<file path="config.mk">
export PLATFORM = sky130hd
export DESIGN_NAME = ndata_compactor_flat
export DESIGN_NICKNAME = d
export VERILOG_FILES = /design/src/rtl/ndata_compactor_if.sv /design/src/rtl/ndata_compactor.sv /design/src/flat_wrapper.sv
export SDC_FILE = /design/constraint.sdc
export NUM_CORES = 1
export LEC_CHECK = 0
export CORE_MARGIN = 10
export CORE_UTILIZATION = 30
export DETAILED_ROUTE_END_ITERATION = 8
export PLACE_DENSITY = 0.52
export SETUP_SLACK_MARGIN = 0.15
export SKIP_CTS_REPAIR_TIMING = 1
export SLEW_MARGIN = 20
export SYNTH_ARGS = -nofsm -noshare
export SYNTH_HDL_FRONTEND = slang
export SYNTH_SLANG_ARGS = --single-unit
</file>
<file path="constraint.sdc">
create_clock -name clk -period 16.9 [get_ports clk]
set_clock_uncertainty 0.05 [all_clocks]
set_input_delay 5.07 -clock clk [delete_from_list [all_inputs] [get_ports clk]]
set_output_delay 5.07 -clock clk [all_outputs]
set_load 0.1 [all_outputs]
</file>
<file path="src/rtl/ndata_compactor_if.sv">
// ndata_i: element-vector stream bundle shared by the compactor and its neighbours.
//   data  : NUM_ELEMENTS elements of data_t, element 0 in the low bits
//   keep  : per-element valid mask
//   last  : final beat of a packet
//   valid : beat offered by the master
//   ready : beat accepted by the slave
//   modport m drives the stream, modport s receives it.
interface ndata_i #(
  parameter type data_t = logic [7:0],
  parameter int NUM_ELEMENTS = 8
);
  data_t [NUM_ELEMENTS-1:0] data;
  logic [NUM_ELEMENTS-1:0] keep;
  logic last;
  logic valid;
  logic ready;
  modport m (output data, keep, last, valid, input ready);
  modport s (input data, keep, last, valid, output ready);
endinterface

</file>
<file path="src/rtl/ndata_compactor.sv">
// ndata_compactor: squeezes keep-mask gaps out of a stream so beats leave dense and low-aligned.
//   clk : clock, all state on the rising edge
//   rst : asynchronous active-high reset
//   in  : ndata_i slave, any keep pattern (including all zero)
//   out : ndata_i master, full beats except the final beat of a packet
module ndata_compactor #(
  parameter type data_t = logic [7:0],
  parameter int NUM_ELEMENTS = 8
) (
  input logic clk,
  input logic rst,
  ndata_i.s in,
  ndata_i.m out
);
  localparam int N = NUM_ELEMENTS;
  localparam int B = 2 * N - 1;
  localparam int CW = $clog2(2 * N);
  if ($bits(in.keep) != N || $bits(out.keep) != N ||
      $bits(in.data) != N * $bits(data_t) || $bits(out.data) != N * $bits(data_t)) begin : g_bad_cfg
    $error("ndata_compactor: interface element count or element type mismatch");
  end
  data_t buf_q [B];
  data_t buf_d [B];
  logic [CW-1:0] cnt_q, cnt_d;
  logic [CW:0] pos;
  logic pend_q, pend_d, full, in_fire, out_fire;
  assign full = cnt_q >= CW'(N);
  assign out.valid = full || pend_q;
  assign out.last = pend_q && cnt_q <= CW'(N);
  assign in.ready = !pend_q && (!full || out.ready);
  assign out_fire = out.valid && out.ready;
  assign in_fire = in.valid && in.ready;
  // keep bit i is set whenever more than i elements are buffered
  always_comb
    for (int i = 0; i < N; i++) begin
      out.data[i] = buf_q[i];
      out.keep[i] = cnt_q > CW'(i);
    end
  // pos walks the write slot: starts at the post-shift count, bumps once per kept element
  always_comb begin
    buf_d = buf_q;
    pend_d = pend_q;
    pos = {1'b0, cnt_q};
    if (out_fire) begin
      for (int j = 0; j < B - N; j++) buf_d[j] = buf_q[j + N];
      pos = full ? pos - (CW+1)'(N) : '0;
      if (out.last) pend_d = 1'b0;
    end
    if (in_fire) begin
      for (int i = 0; i < N; i++)
        if (in.keep[i]) begin
          if (pos < (CW+1)'(B)) buf_d[pos[CW-1:0]] = in.data[i];
          pos = pos + (CW+1)'(1);
        end
      if (in.last) pend_d = 1'b1;
    end
    cnt_d = pos[CW-1:0];
  end
  always_ff @(posedge clk or posedge rst)
    if (rst) begin
      cnt_q <= '0;
      pend_q <= 1'b0;
    end else begin
      assert (pos <= (CW+1)'(B)) else $error("ndata_compactor: buffer overflow");
      cnt_q <= cnt_d;
      pend_q <= pend_d;
    end
  always_ff @(posedge clk) buf_q <= buf_d;
endmodule

</file>
<file path="src/flat_wrapper.sv">
// flat-port wrapper written by rule: the top's interface ports become plain ports
module ndata_compactor_flat 
#(
  parameter type data_t = logic [7:0],
  parameter int NUM_ELEMENTS = 8
)
  (clk, rst, in_data, in_keep, in_last, in_valid, in_ready, out_data, out_keep, out_last, out_valid, out_ready);
  ndata_i #(.data_t(data_t), .NUM_ELEMENTS(NUM_ELEMENTS)) in_i ();
  ndata_i #(.data_t(data_t), .NUM_ELEMENTS(NUM_ELEMENTS)) out_i ();
  input logic clk;
  input logic rst;
  input wire logic [$bits(in_i.data)-1:0] in_data;
  input wire logic [$bits(in_i.keep)-1:0] in_keep;
  input wire logic [$bits(in_i.last)-1:0] in_last;
  input wire logic [$bits(in_i.valid)-1:0] in_valid;
  output wire logic [$bits(in_i.ready)-1:0] in_ready;
  output wire logic [$bits(out_i.data)-1:0] out_data;
  output wire logic [$bits(out_i.keep)-1:0] out_keep;
  output wire logic [$bits(out_i.last)-1:0] out_last;
  output wire logic [$bits(out_i.valid)-1:0] out_valid;
  input wire logic [$bits(out_i.ready)-1:0] out_ready;
  assign in_i.data = in_data;
  assign in_i.keep = in_keep;
  assign in_i.last = in_last;
  assign in_i.valid = in_valid;
  assign in_ready = in_i.ready;
  assign out_data = out_i.data;
  assign out_keep = out_i.keep;
  assign out_last = out_i.last;
  assign out_valid = out_i.valid;
  assign out_i.ready = out_ready;
  ndata_compactor #(.data_t(data_t), .NUM_ELEMENTS(NUM_ELEMENTS)) u_core (.clk(clk), .rst(rst), .in(in_i), .out(out_i));
endmodule
</file>
; Word level (Yosys, flattened, before mapping)
; Cells that the tools add are included.
[op_classes]
mux = 71
addsub = 9
n_bitwise = 8
n_lt_le_gt_ge = 34
reduce_logical = 16
[ops]
columns = cell, n
row1 = $mux 120, 24
row2 = $bwmux 120, 8
row3 = $demux 8 s4, 8
row4 = $mux 5, 16
row5 = $mux 8, 8
row6 = $mux 56, 1
row7 = $ge 5x5->1 const B, 8
row8 = $lt 5x1->1 const B, 8
row9 = $lt 5x4->1 const B, 8
row10 = $not 4->5, 8
row11 = $add 5x1->5 const B, 7
row12 = $gt 4x3->1 const B, 4
row13 = $logic_and 1x1->1, 12
row14 = $gt 4x1->1 const B, 2
row15 = $gt 4x2->1 const B, 2
row16 = $mux 4, 2
row17 = $sub 4x4->5 const B, 1
row18 = $add 4x1->4 const B, 1
row19 = $ge 4x4->1 const B, 1
row20 = $le 4x4->1 const B, 1
row21 = $mux 1, 4
row22 = $logic_not 1->1, 2
row23 = $logic_or 1x1->1, 2
[totals]
regBits = 125
wordCells = 155
input_bits = 77
out_inout_bits = 75

; Depth between registers and ports, before layout
; Gate-level depths: netlist (run 1).
[depth]
ltp_word = 41
depth_mapped = 33
ltp_nobuf = 30

; Worst setup path before layout (run 1)
; Ideal clock, no wire load.
[synth_timing]
path_type = input-to-output
from = in out_ready
to = out in_ready
setup_slack_ns = 5.238
n_path_buf = 0
required_ns = 11.780
arrival_ns = 6.542
cell_stages = 2
path_cell_list = and2b_1 nor2_1
[synth_via]
elab_chain_cells = 2
[synth_rtl]
columns = element, line
row1 = start: declaration, flat_wrapper.sv:21  ; input wire logic [$bits(out_i.ready)-1:0] out_ready;
row2 = $logic_or 1x1->1, ndata_compactor.sv:30  ; assign in.ready = !pend_q && (!full || out.ready);
row3 = $logic_and 1x1->1, ndata_compactor.sv:30
row4 = end: declaration, flat_wrapper.sv:16  ; output wire logic [$bits(in_i.ready)-1:0] in_ready;
; No other way between the ends.

==> results of run 1 <==
[final cells by class]
cell class	count	area, sq um
clock inverter	14	146
tap	782	978
fill	6222	39300
antenna	4	10.0
sequential	125	3170
inverter	33	126
clock buffer	18	429
multi-input combinational	1751	13800
timing repair buffer	241	2180
[cells by family after synthesis]
group	after synthesis	share of synthesized area
buf+inv	273	0.0712
fa+ha+maj	31	0.0214
mux	594	0.353
simple gates	610	0.164
compound gates	477	0.186
xor+xnor	39	0.0305
flops	125	0.174
[per-stage QoR]
stage                     area (sq um)  std cells  hold slack, ps  power [uW]
final                            20800       2968             569        4650
after global routing             20800       2966             643        4880
after CTS                        20800       2963             560        4580
after detailed placement         20200       2931             541        4180
after global placement           20200       2931             558        4130
after floorplan                  18200       2149             506        3400
[cells in the mapped netlist, types with 4 or more instances]
| library cell | n | area share |
|---|---|---|
| sky130_fd_sc_hd__nor2b_1 | 4 | 0.0014 |
| sky130_fd_sc_hd__buf_4 | 66 | 0.027 |
| sky130_fd_sc_hd__dfxtp_1 | 56 | 0.062 |
| sky130_fd_sc_hd__inv_1 | 30 | 0.0062 |
| sky130_fd_sc_hd__o2111ai_1 | 10 | 0.0048 |
| sky130_fd_sc_hd__dfrtp_1 | 5 | 0.0069 |
| sky130_fd_sc_hd__a221oi_1 | 33 | 0.016 |
| sky130_fd_sc_hd__nand3_1 | 64 | 0.018 |
| sky130_fd_sc_hd__a211o_1 | 25 | 0.012 |
| sky130_fd_sc_hd__a21o_1 | 26 | 0.011 |
| sky130_fd_sc_hd__o22ai_1 | 24 | 0.0083 |
| sky130_fd_sc_hd__a211oi_1 | 26 | 0.011 |
| sky130_fd_sc_hd__buf_1 | 20 | 0.0041 |
| sky130_fd_sc_hd__a32oi_1 | 8 | 0.0039 |
| sky130_fd_sc_hd__nor4_4 | 4 | 0.0047 |
| sky130_fd_sc_hd__edfxtp_1 | 64 | 0.11 |
| sky130_fd_sc_hd__a21oi_1 | 73 | 0.020 |
| sky130_fd_sc_hd__clkbuf_1 | 138 | 0.029 |
| sky130_fd_sc_hd__nand2_1 | 166 | 0.034 |
| sky130_fd_sc_hd__o21ai_0 | 80 | 0.022 |
| sky130_fd_sc_hd__a31oi_1 | 28 | 0.0096 |
| sky130_fd_sc_hd__xnor2_1 | 19 | 0.0092 |
| sky130_fd_sc_hd__mux2i_1 | 239 | 0.13 |
| sky130_fd_sc_hd__buf_2 | 16 | 0.0044 |
| sky130_fd_sc_hd__nand4_1 | 60 | 0.021 |
| sky130_fd_sc_hd__and2_1 | 47 | 0.016 |
| sky130_fd_sc_hd__nand2b_1 | 5 | 0.0017 |
| sky130_fd_sc_hd__nor3_1 | 19 | 0.0052 |
| sky130_fd_sc_hd__xnor3_1 | 5 | 0.0062 |
| sky130_fd_sc_hd__o21ai_1 | 11 | 0.0030 |
| sky130_fd_sc_hd__mux2_2 | 353 | 0.22 |
| sky130_fd_sc_hd__a311o_1 | 24 | 0.013 |
| sky130_fd_sc_hd__o211ai_1 | 79 | 0.033 |
| sky130_fd_sc_hd__xor2_1 | 6 | 0.0029 |
| sky130_fd_sc_hd__and3_1 | 10 | 0.0034 |
| sky130_fd_sc_hd__ha_1 | 31 | 0.021 |
| sky130_fd_sc_hd__a31oi_2 | 4 | 0.0028 |
| sky130_fd_sc_hd__nor2_1 | 197 | 0.041 |
[sequential cells by signal, summed over array words and instances (netlist names)]
name             flops
u_core.pend_q        1
u_core.out.data     64
u_core.cnt_q         4
u_core.buf_q        56
[worst max path at each step]
stage                         start             endpoint  slack (ps)  cells after the start
after floorplan           out_ready             in_ready        5240                      2
after global placement    out_ready  u_core.out.data[21]        3420                     23
after detailed placement  out_ready  u_core.out.data[21]        3280                     23
after CTS                 out_ready  u_core.out.data[21]        3720                     23
after global routing      out_ready  u_core.out.data[28]        3010                     30
final                     out_ready  u_core.out.data[21]        3540                     23
[worst max-delay path, cell delays in order]
cell and delay (ps):
sky130_fd_sc_hd__clkdlybuf4s50_1 610, sky130_fd_sc_hd__nand3b_1 500, sky130_fd_sc_hd__and2_1 410, sky130_fd_sc_hd__ha_1 290, sky130_fd_sc_hd__and2b_1 190, sky130_fd_sc_hd__a21o_2 220
sky130_fd_sc_hd__ha_1 300, sky130_fd_sc_hd__nand2b_1 140, sky130_fd_sc_hd__a21boi_0 370, sky130_fd_sc_hd__ha_1 520, sky130_fd_sc_hd__nand2_1 120, sky130_fd_sc_hd__xnor2_1 270
sky130_fd_sc_hd__xnor3_2 310, sky130_fd_sc_hd__buf_4 340, sky130_fd_sc_hd__nor4_1 530, sky130_fd_sc_hd__xnor3_2 530, sky130_fd_sc_hd__xor2_4 530, sky130_fd_sc_hd__nand4_4 210
sky130_fd_sc_hd__xnor2_2 530, sky130_fd_sc_hd__buf_4 280, sky130_fd_sc_hd__nand4_1 720, sky130_fd_sc_hd__mux2i_1 460, sky130_fd_sc_hd__a221oi_1 120
[power by group]
group          leakage [uW]  switching [uW]  internal, uW
registers           0.00114             138           503
logic               0.00713            2270          1350
clock network      0.000266             174           216
[routing by layer]
| metal | part of all wire | wire [microns] | track usage |
|---|---|---|---|
| met4 | 0.075 | 7200 | 0.182 |
| met3 | 0.13 | 12300 | 0.0844 |
| met1 | 0.37 | 36100 | 0.317 |
| met2 | 0.42 | 40800 | 0.393 |
| met5 | 0 | 0 | 0 |
==> summary.json, run 1 <==
{
  "outcome": "complete, no violations",
  "ys.flop_type": "sky130_fd_sc_hd__edfxtp_1",
  "final_nets": 2277,
  "first_global_vias": 18400,
  "reg2reg_slack_ps": 8170,
  "timing.critical_path.from_type": "input port",
  "cts_sinks": 125,
  "grt_setup_unrepaired": "no",
  "synth_cell_type_count": 78,
  "avgSynthCellArea_sq_um": 8.45,
  "die_width_microns": 266,
  "final-hold-violation-count": 0,
  "floorplan.core_area_sq_um": 60100,
  "clock_tree_from_tritoncts": "built",
  "commonest_non_fill_non_tap_cell_in_the_layout": "sky130_fd_sc_hd__mux2_2",
  "core.rowCount": 90,
  "post-route-min-period_ps": 13360,
  "holdPathStages": 1,
  "worst_slew_pin_slew_ps": 1240,
  "setup_viol_count_final": 0,
  "vias": 19100,
  "place_worst_setup_slack_ps": 3280,
  "grt_first_pass_wirelength_mm": 135,
  "gr-total-overflow": 0,
  "synth_area_sq_um": 18200,
  "tritoncts.num_buffers": 17,
  "worstSkewPairLatency_ps": 490,
  "die_area_sq_um": 70800,
  "synth_enable_flop_cells": 64,
  "power_per_cell_area_nw_per_um2": 223,
  "gp_congestion": 1.03,
  "clk_pin_slew_worst_paths_ps": 60,
  "top_level_ports": 152,
  "htreeDepth": 4,
  "synthesis.instances": 2149,
  "worst_r2r_endpoint": "u_core.out.data[21]",
  "synth_seq_cells": 125,
  "dieHeight_microns": 266,
  "setup_slack_ps": 3540,
  "reg2reg_from": "u_core.cnt_q[3]",
  "timing.hold.worst_endpoint": "u_core.pend_q",
  "final_ant_viol_nets": 0,
  "dpl_hpwl_mm": 66.1,
  "seq_area_frac_synth": 0.174,
  "timing.critical_path.to_type": "register",
  "port_buffers": 151,
  "cellLeakagePower_uw": 0.00853,
  "wl_per_cell_microns": 32.5,
  "fmax_ghz": 0.0748,
  "grt.total_usage": 0.263,
  "cp_data_required_time_ps": 17150,
  "postRouteWirelength_mm": 96.4,
  "vdd_ir_drop_max_mv": 0.131,
  "post-route-drc-count": 0,
  "first_pass_iteration_count_of_the_detailed_router": 8,
  "layout_common_cells": "353 x sky130_fd_sc_hd__mux2_2, 238 x sky130_fd_sc_hd__mux2i_1, 197 x sky130_fd_sc_hd__nor2_1, 165 x sky130_fd_sc_hd__nand2_1, 150 x sky130_fd_sc_hd__clkdlybuf4s50_1",
  "cts-root-buf": "sky130_fd_sc_hd__clkbuf_16",
  "drive_above_1_share": 0.243,
  "postSynthNetCount": 2257,
  "cts_max_path_buffers": 2,
  "post_route_clock_period_utilization": 0.791,
  "drv_slew": 0,
  "worst_hold_startpoint": "u_core.pend_q",
  "initial_utilization": 0.302,
  "grt_start_max_net_pins": 84,
  "normalized_max_slew_margin": 0.169,
  "timing.critical_path.fanout_max": 52,
  "initial_antenna_violation_count": 3,
  "async_reset_ff_frac": 0.0400,
  "timing.reg2reg.worst_path_depth": 22,
  "yosysWarnings": 0,
  "cp.arrival_ps": 13610,
  "setup_tns_ps": 0,
  "min_path_type": "register to register",
  "synthesis_to_finish_area_growth_pct": 14.7,
  "timing.setup.critical_path_class": "input port to register",
  "drt_iter0_markers": 2648,
  "vias_per_cell": 6.45,
  "maxCapViolations": 0,
  "finish.utilization": 0.346
}
(Power assumes the default switching activity.)
==> inputs of run 2 (changes only) <==
--- a/config.mk
+++ b/config.mk
@@ -8,7 +8,7 @@
 export CORE_MARGIN = 10
 export CORE_UTILIZATION = 30
 export DETAILED_ROUTE_END_ITERATION = 8
-export PLACE_DENSITY = 0.52
+export PLACE_DENSITY = 0.53
 export SETUP_SLACK_MARGIN = 0.15
 export SKIP_CTS_REPAIR_TIMING = 1
 export SLEW_MARGIN = 20
==> constraint.sdc (replaced) <==
create_clock -name clk -period 11.1 [get_ports clk]
set_clock_uncertainty 0.05 [all_clocks]
set_input_delay 3.33 -clock clk [delete_from_list [all_inputs] [get_ports clk]]
set_output_delay 3.33 -clock clk [all_outputs]
set_load 0.1 [all_outputs]
==> summary.json, run 2 (same netlist as run 1, synthesis figures left out) <==
{
  "grt_busiest_layer": "met2",
  "post-route-drc-count": {"value": 0, "change": "unchanged"},
  "initial_antenna_violation_count": {"value": 8, "change": "+5"},
  "commonest_non_fill_non_tap_cell_in_the_layout": "sky130_fd_sc_hd__mux2_2",
  "clock_tree_from_tritoncts": "built",
  "maxCapViolations": {"value": 0, "change": "unchanged"},
  "timing.critical_path.to_type": "register",
  "setup_tns": {"value": 0, "unit": "ps", "change": "unchanged"},
  "seq_power_share": {"value": 0.132, "change": "-0.006"},
  "power_per_cell_area": {"value": 344, "unit": "nW/um^2", "change": "+54%"},
  "initial_utilization": {"value": 0.302, "change": "unchanged"},
  "clk_pin_slew_worst_paths": {"value": 60, "unit": "ps", "change": "about the same"},
  "setup_slack": {"value": 599, "unit": "ps", "change": "-2940 ps"},
  "dpl_hpwl": {"value": 68.6, "unit": "mm", "change": "+3.8%"},
  "top_level_ports": {"value": 152, "change": "unchanged"},
  "final_nets": {"value": 2305, "change": "+1.2%"},
  "die_width": {"value": 266, "unit": "microns", "change": "unchanged"},
  "gr-total-overflow": {"value": 0, "change": "unchanged"},
  "cp_common_cell": "sky130_fd_sc_hd__ha_1",
  "cts_max_path_buffers": {"value": 2, "change": "unchanged"},
  "cts_sinks": {"value": 125, "change": "unchanged"},
  "globalRouteMet2Util": {"value": 0.414, "change": "+0.0214"},
  "cp_data_required_time": {"value": 11370, "unit": "ps", "change": "-5780 ps"},
  "min_path_type": "register to register",
  "setup_viol_count_final": {"value": 0, "change": "unchanged"},
  "vdd_ir_drop_max": {"value": 0.212, "unit": "mV", "change": "+62%"},
  "wl_per_cell": {"value": 34.1, "unit": "microns", "change": "+4.9%"},
  "die_area": {"value": 70800, "unit": "sq um", "change": "unchanged"},
  "grt_setup_unrepaired": "no",
  "drt_iter0_markers": {"value": 2997, "change": "+13%"},
  "place_worst_setup_slack": {"value": 249, "unit": "ps", "change": "-3030 ps"},
  "cp_slowest_cell": "sky130_fd_sc_hd__nor2_1",
  "comb_power_share": {"value": 0.788, "change": "+0.010"},
  "layout_common_cells": "353 x sky130_fd_sc_hd__mux2_2, 238 x sky130_fd_sc_hd__mux2i_1, 197 x sky130_fd_sc_hd__nor2_1, 165 x sky130_fd_sc_hd__nand2_1, 151 x sky130_fd_sc_hd__clkdlybuf4s50_1",
  "timing.critical_path.from_type": "input port",
  "grt_start_max_net_pins": {"value": 75, "change": "-11%"},
  "post-route-min-period_ps": 10500,
  "core.rowCount": {"value": 90, "change": "unchanged"},
  "drive_above_1_share": {"value": 0.255, "change": "+0.0114"},
  "met1_track_demand_over_resource": {"value": 0.345, "change": "+0.0280"},
  "gp_congestion": {"value": 1.02, "change": "-0.69%"},
  "swShare": {"value": 0.557, "change": "+0.00135"},
  "normalized_max_slew_margin": {"value": 0.112, "change": "-0.0569"},
  "grt_first_pass_wirelength": {"value": 141, "unit": "mm", "change": "+4.7%"},
  "timing.setup.critical_path_class": "input port to register",
  "finished_layout_cells": {"value": 2998, "change": "+1.0%"},
  "drv_slew": {"value": 0, "change": "unchanged"},
  "fmax_ghz": 0.0952,
  "final_ant_viol_nets": {"value": 0, "change": "unchanged"},
  "htreeDepth": {"value": 4, "change": "unchanged"},
  "worst_slew_pin_slew": {"value": 1330, "unit": "ps", "change": "+88.0 ps"},
  "largest_reg_flops": {"value": 64, "change": "unchanged"},
  "cp_num_buf_inv": {"value": 3, "change": "unchanged"},
  "postRouteWirelength": {"value": 102, "unit": "mm", "change": "+5.9%"},
  "internal_power": {"value": 3210, "unit": "uW", "change": "+55%"},
  "vias_per_cell": {"value": 6.60, "change": "+2.4%"},
  "grt.total_usage": {"value": 0.279, "change": "+0.0154"},
  "cellLeakagePower": {"value": 0.00866, "unit": "uW", "change": "+1.5%"},
  "cp.arrival": {"value": 10780, "unit": "ps", "change": "-2830 ps"},
  "critPathMaxStageDelay": {"value": 860, "unit": "ps", "change": "+140 ps"},
  "timing.critical_path.fanout_max": {"value": 8, "change": "-85%"},
  "largest_delay_share_family_worst_path": "simple AND/OR/NAND/NOR gates",
  "reg2reg_slack": {"value": 3410, "unit": "ps", "change": "-4760 ps"},
  "placed_cells_incl_taps": {"value": 2957, "change": "+0.89%"},
  "synthesis_to_finish_area_growth_pct": 16.0,
  "cts-root-buf": "sky130_fd_sc_hd__clkbuf_16",
  "first_global_vias": {"value": 18500, "change": "+0.71%"},
  "power_frac_clock": {"value": 0.080, "change": "-0.004"},
  "tritoncts.num_buffers": {"value": 17, "change": "unchanged"},
  "grt_met3_usage": {"value": 0.0922, "change": "+0.00775"},
  "outcome": "complete, no violations",
  "vias": {"value": 19800, "change": "+3.4%"},
  "port_buffers": {"value": 151, "change": "unchanged"},
  "first_pass_iteration_count_of_the_detailed_router": {"value": 6, "change": "-2"},
  "dieHeight": {"value": 266, "unit": "microns", "change": "unchanged"},
  "final-hold-violation-count": {"value": 0, "change": "unchanged"},
  "power.net_switching": {"value": 4030, "unit": "uW", "change": "+56%"},
  "floorplan.core_area": {"value": 60100, "unit": "sq um", "change": "unchanged"},
  "worstSkewPairLatency": {"value": 510, "unit": "ps", "change": "+20 ps"},
  "post_route_clock_period_utilization": 0.946
}
-- run 2: cell count changes in the layout (fill, tap and decap cells not counted), moves of 2 or more --
cell,delta
sky130_fd_sc_hd__nor4b_2,+2
sky130_fd_sc_hd__buf_4,+28
sky130_fd_sc_hd__nor3_4,+2
sky130_fd_sc_hd__nor3_1,-2
sky130_fd_sc_hd__buf_2,-2
sky130_fd_sc_hd__diode_2,+2
sky130_fd_sc_hd__nor4b_4,-2
-- run 2: worst reg2reg max path, delay by kind of cell (launching register included) --
kind / cells / cell delay (ps)
buffers and inverters: 2 / 360
AND/OR/NAND/NOR: 13 / 2730
multiplexers: 2 / 520
adder cells (fa/ha/maj): 6 / 1840
AO/OA/AOI/OAI: 4 / 1050
flip-flops: 1 / 510
XOR/XNOR: 2 / 440
-- run 2: worst paths after layout --
path                                            end            start  cells past startpoint
worst min register to register        u_core.pend_q    u_core.pend_q                      1
min in group asynchronous           u_core.cnt_q[3]              rst                      2
worst max register to register  u_core.out.data[17]  u_core.cnt_q[3]                     29
worst min-delay path                  u_core.pend_q    u_core.pend_q                      1
worst max-delay path            u_core.out.data[17]        out_ready                     30
max in group asynchronous           u_core.cnt_q[0]              rst                      2
-- run 2: stage by stage --
step | power (uW) | hold WS, ps | utilization | area, sq um
floorplan | 5180 | 506 | - | 18200
global placement | 6480 | 553 | 0.340 | 20400
detailed placement | 6510 | 543 | 0.340 | 20400
CTS | 7110 | 559 | 0.349 | 21000
global route | 7580 | 644 | 0.350 | 21100
finish | 7240 | 574 | 0.350 | 21100
-- run 2: layout make-up --
| class | count | area, sq um |
|---|---|---|
| diodes | 6 | 15.0 |
| clock buffers | 19 | 443 |
| clock inverters | 13 | 118 |
| fillers | 6230 | 39100 |
| inverters | 33 | 126 |
| multi-input cells | 1751 | 13800 |
| flip-flops and latches | 125 | 3170 |
| well taps | 782 | 978 |
| repair buffers | 269 | 2410 |
-- run 2: power by group through the flow --
stage | combinational [uW] | clock, uW | sequential, uW
finish | 5710 | 579 | 954
global route | 6020 | 600 | 961
CTS | 5580 | 585 | 946
detailed placement | 5560 | 0 | 955
global placement | 5520 | 0 | 954
floorplan | 4340 | 0 | 841
-- run 2: per-layer routing --
layer  vias up  share of wire
met5         -              0
met4         0          0.067
met3       434           0.13
met2      1625           0.42
met1      9571           0.39
li1       8163              -
==> variant (settings of run 2) <==
`NUM_ELEMENTS` is set to 8 in 3 places; all go to 4.
--- a/src/rtl/ndata_compactor_if.sv
+++ b/src/rtl/ndata_compactor_if.sv
@@ -7,7 +7,7 @@
 //   modport m drives the stream, modport s receives it.
 interface ndata_i #(
   parameter type data_t = logic [7:0],
-  parameter int NUM_ELEMENTS = 8
+  parameter int NUM_ELEMENTS = 4
 );
   data_t [NUM_ELEMENTS-1:0] data;
   logic [NUM_ELEMENTS-1:0] keep;
--- a/src/rtl/ndata_compactor.sv
+++ b/src/rtl/ndata_compactor.sv
@@ -5,7 +5,7 @@
 //   out : ndata_i master, full beats except the final beat of a packet
 module ndata_compactor #(
   parameter type data_t = logic [7:0],
-  parameter int NUM_ELEMENTS = 8
+  parameter int NUM_ELEMENTS = 4
 ) (
   input logic clk,
   input logic rst,
--- a/src/flat_wrapper.sv
+++ b/src/flat_wrapper.sv
@@ -2,7 +2,7 @@
 module ndata_compactor_flat 
 #(
   parameter type data_t = logic [7:0],
-  parameter int NUM_ELEMENTS = 8
+  parameter int NUM_ELEMENTS = 4
 )
   (clk, rst, in_data, in_keep, in_last, in_valid, in_ready, out_data, out_keep, out_last, out_valid, out_ready);
   ndata_i #(.data_t(data_t), .NUM_ELEMENTS(NUM_ELEMENTS)) in_i ();
Ports: changed (resized in_data, in_keep, out_data and out_keep); port bits go from 152 to 80. The function was not compared with the original's and may differ.
==> variant against run 2 <==
  * Design area is 68% lower
  * Critical path depth is 26 lower
  * First-iteration DRC count is 83% lower
  * Synthesized area is 69% lower
  * Total power is 69% lower
  * Hold slack better by 0.015 ns
  * Register-to-register slack better by 2.5 ns
  * Sequential cell count is 65 lower
  * Setup slack better by 1.6 ns
  * Synthesized cell count is 73% lower
  * Routed wire length is 81% lower
==> variant: results <==
[worst_hold_path]
hold_class = "reg -> reg"
holdPathStages = 2
hold_path_end = "u_core.out.data[12]"
min_from = "u_core.out.data[12]"

[yosys]
synth_edf_count = 32
synthAdderAreaFrac = 0.00896
synth.area.top_cells = "mux2i_1, edfxtp_1, mux2_2"
synthTopCellsByCount = "mux2i_1, mux2_2, nand2_1"
synth_compound_area_frac = 0.148
syn_nets = 626
avgSynthCellArea_um2 = 9.61
async_flop_share = 0.0667
synthMuxAreaShare = 0.324
ys_seq_area_frac = 0.276
yosys.cell_types.count = 69
synth-xor-area-share = 0.0329

[layout]
n_antenna_cell = 0
largest_reg_flops = 32
drive_above_1_share = 0.192
final_cells = 842
nets = 653

[drt]
vias = 4823
wirelength_mm = 19.4
first_iter_violations = 498

[setup_path]
critPathMaxFanout = 11
cp.arrival_ns = 5.56
r2r_slack_ns = 5.92
reg2reg_depth = 17
r2r-end = "u_core.out.data[29]"
r2r-start = "u_core.cnt_q[2]"

[place]
hpwl_mm = 13.6
place_area_um2 = 6320
routabilityCongestion = 0.857
dp_cells = 826
portBuffers = 79
place_ws_ns = 2.16

[grt]
grt_max_degree = 27
track_usage = 0.155
grt_pass1_vias = 4749
antenna_found_initial = 0
grt_pass1_wl_mm = 29.2

[timing]
hold_slack_ns = 0.589
worst_pin_slew_ns = 1.06

[pwr]
switching_share = 0.534
ir_drop_mv = 0.125
p_leak_nw = 2.96

[clock_network]
htree_num_levels = 3
clk_latency_ns = 0.35
clk_pin_slew_ns = 0.06
numCtsBuffers = 9

[status]
outcome = "finished, final reports clean"
==> variant: cell count changes after synthesis, sizes merged, moves of 37 or more <==
cell,before,now
a21oi,73,3
and2,47,4
buf,102,50
clkbuf,138,21
mux2,354,61
mux2i,240,112
nand2,166,59
nand3,66,11
nand4,64,4
nor2,197,14
o211ai,79,9
o21ai,95,58
==> variant: metal layers <==
layer	global-route usage	part of all wire	wire length (µm)	vias up
met4	0.0544	0.017	330	0
met5	0	0	0	-
met2	0.250	0.47	9150	208
met3	0.0296	0.074	1430	23
li1	-	-	-	2215
met1	0.203	0.44	8480	2377
==> variant: logic make-up after synthesis <==
family / count (synthesis)
buffers and inverters: 86
muxes: 173
DFF: 60
AOI/OAI and AO/OA: 112
adders and majority gates: 4
and+or+nand+nor: 132
xor gates and xnor gates: 14
==> variant: how the worst max path moves through the flow <==
stage,from,end
after floorplan,out_ready,in_ready
after global placement,out_ready,in_ready
after detailed placement,out_ready,in_ready
after CTS,out_ready,in_ready
after global routing,out_ready,in_ready
final,out_ready,in_ready
==> variant: final cells by class <==
| type | count | area, µm² |
|---|---|---|
| clock inverter | 4 | 70.1 |
| timing repair buffer | 87 | 851 |
| inverter | 15 | 56.3 |
| sequential | 60 | 1540 |
| fill | 1775 | 11500 |
| multi-input combinational | 435 | 3580 |
| tap | 229 | 287 |
| clock buffer | 12 | 267 |
==> variant: power by group through the flow <==
stage,Combinational (mW),Sequential (mW),Clock (mW)
3_3_place_gp,1.45,0.419,0
2_1_floorplan,1.26,0.382,0
6_report,1.50,0.420,0.322
4_1_cts,1.49,0.420,0.324
3_5_place_dp,1.48,0.424,0
5_1_grt,1.58,0.430,0.334
==> variant: critical path: stages <==
cell	delay (ns)
clkdlybuf4s50_1	0.67
and2b_4	0.27
nor2_1	0.12
clkdlybuf4s50_1	1.15
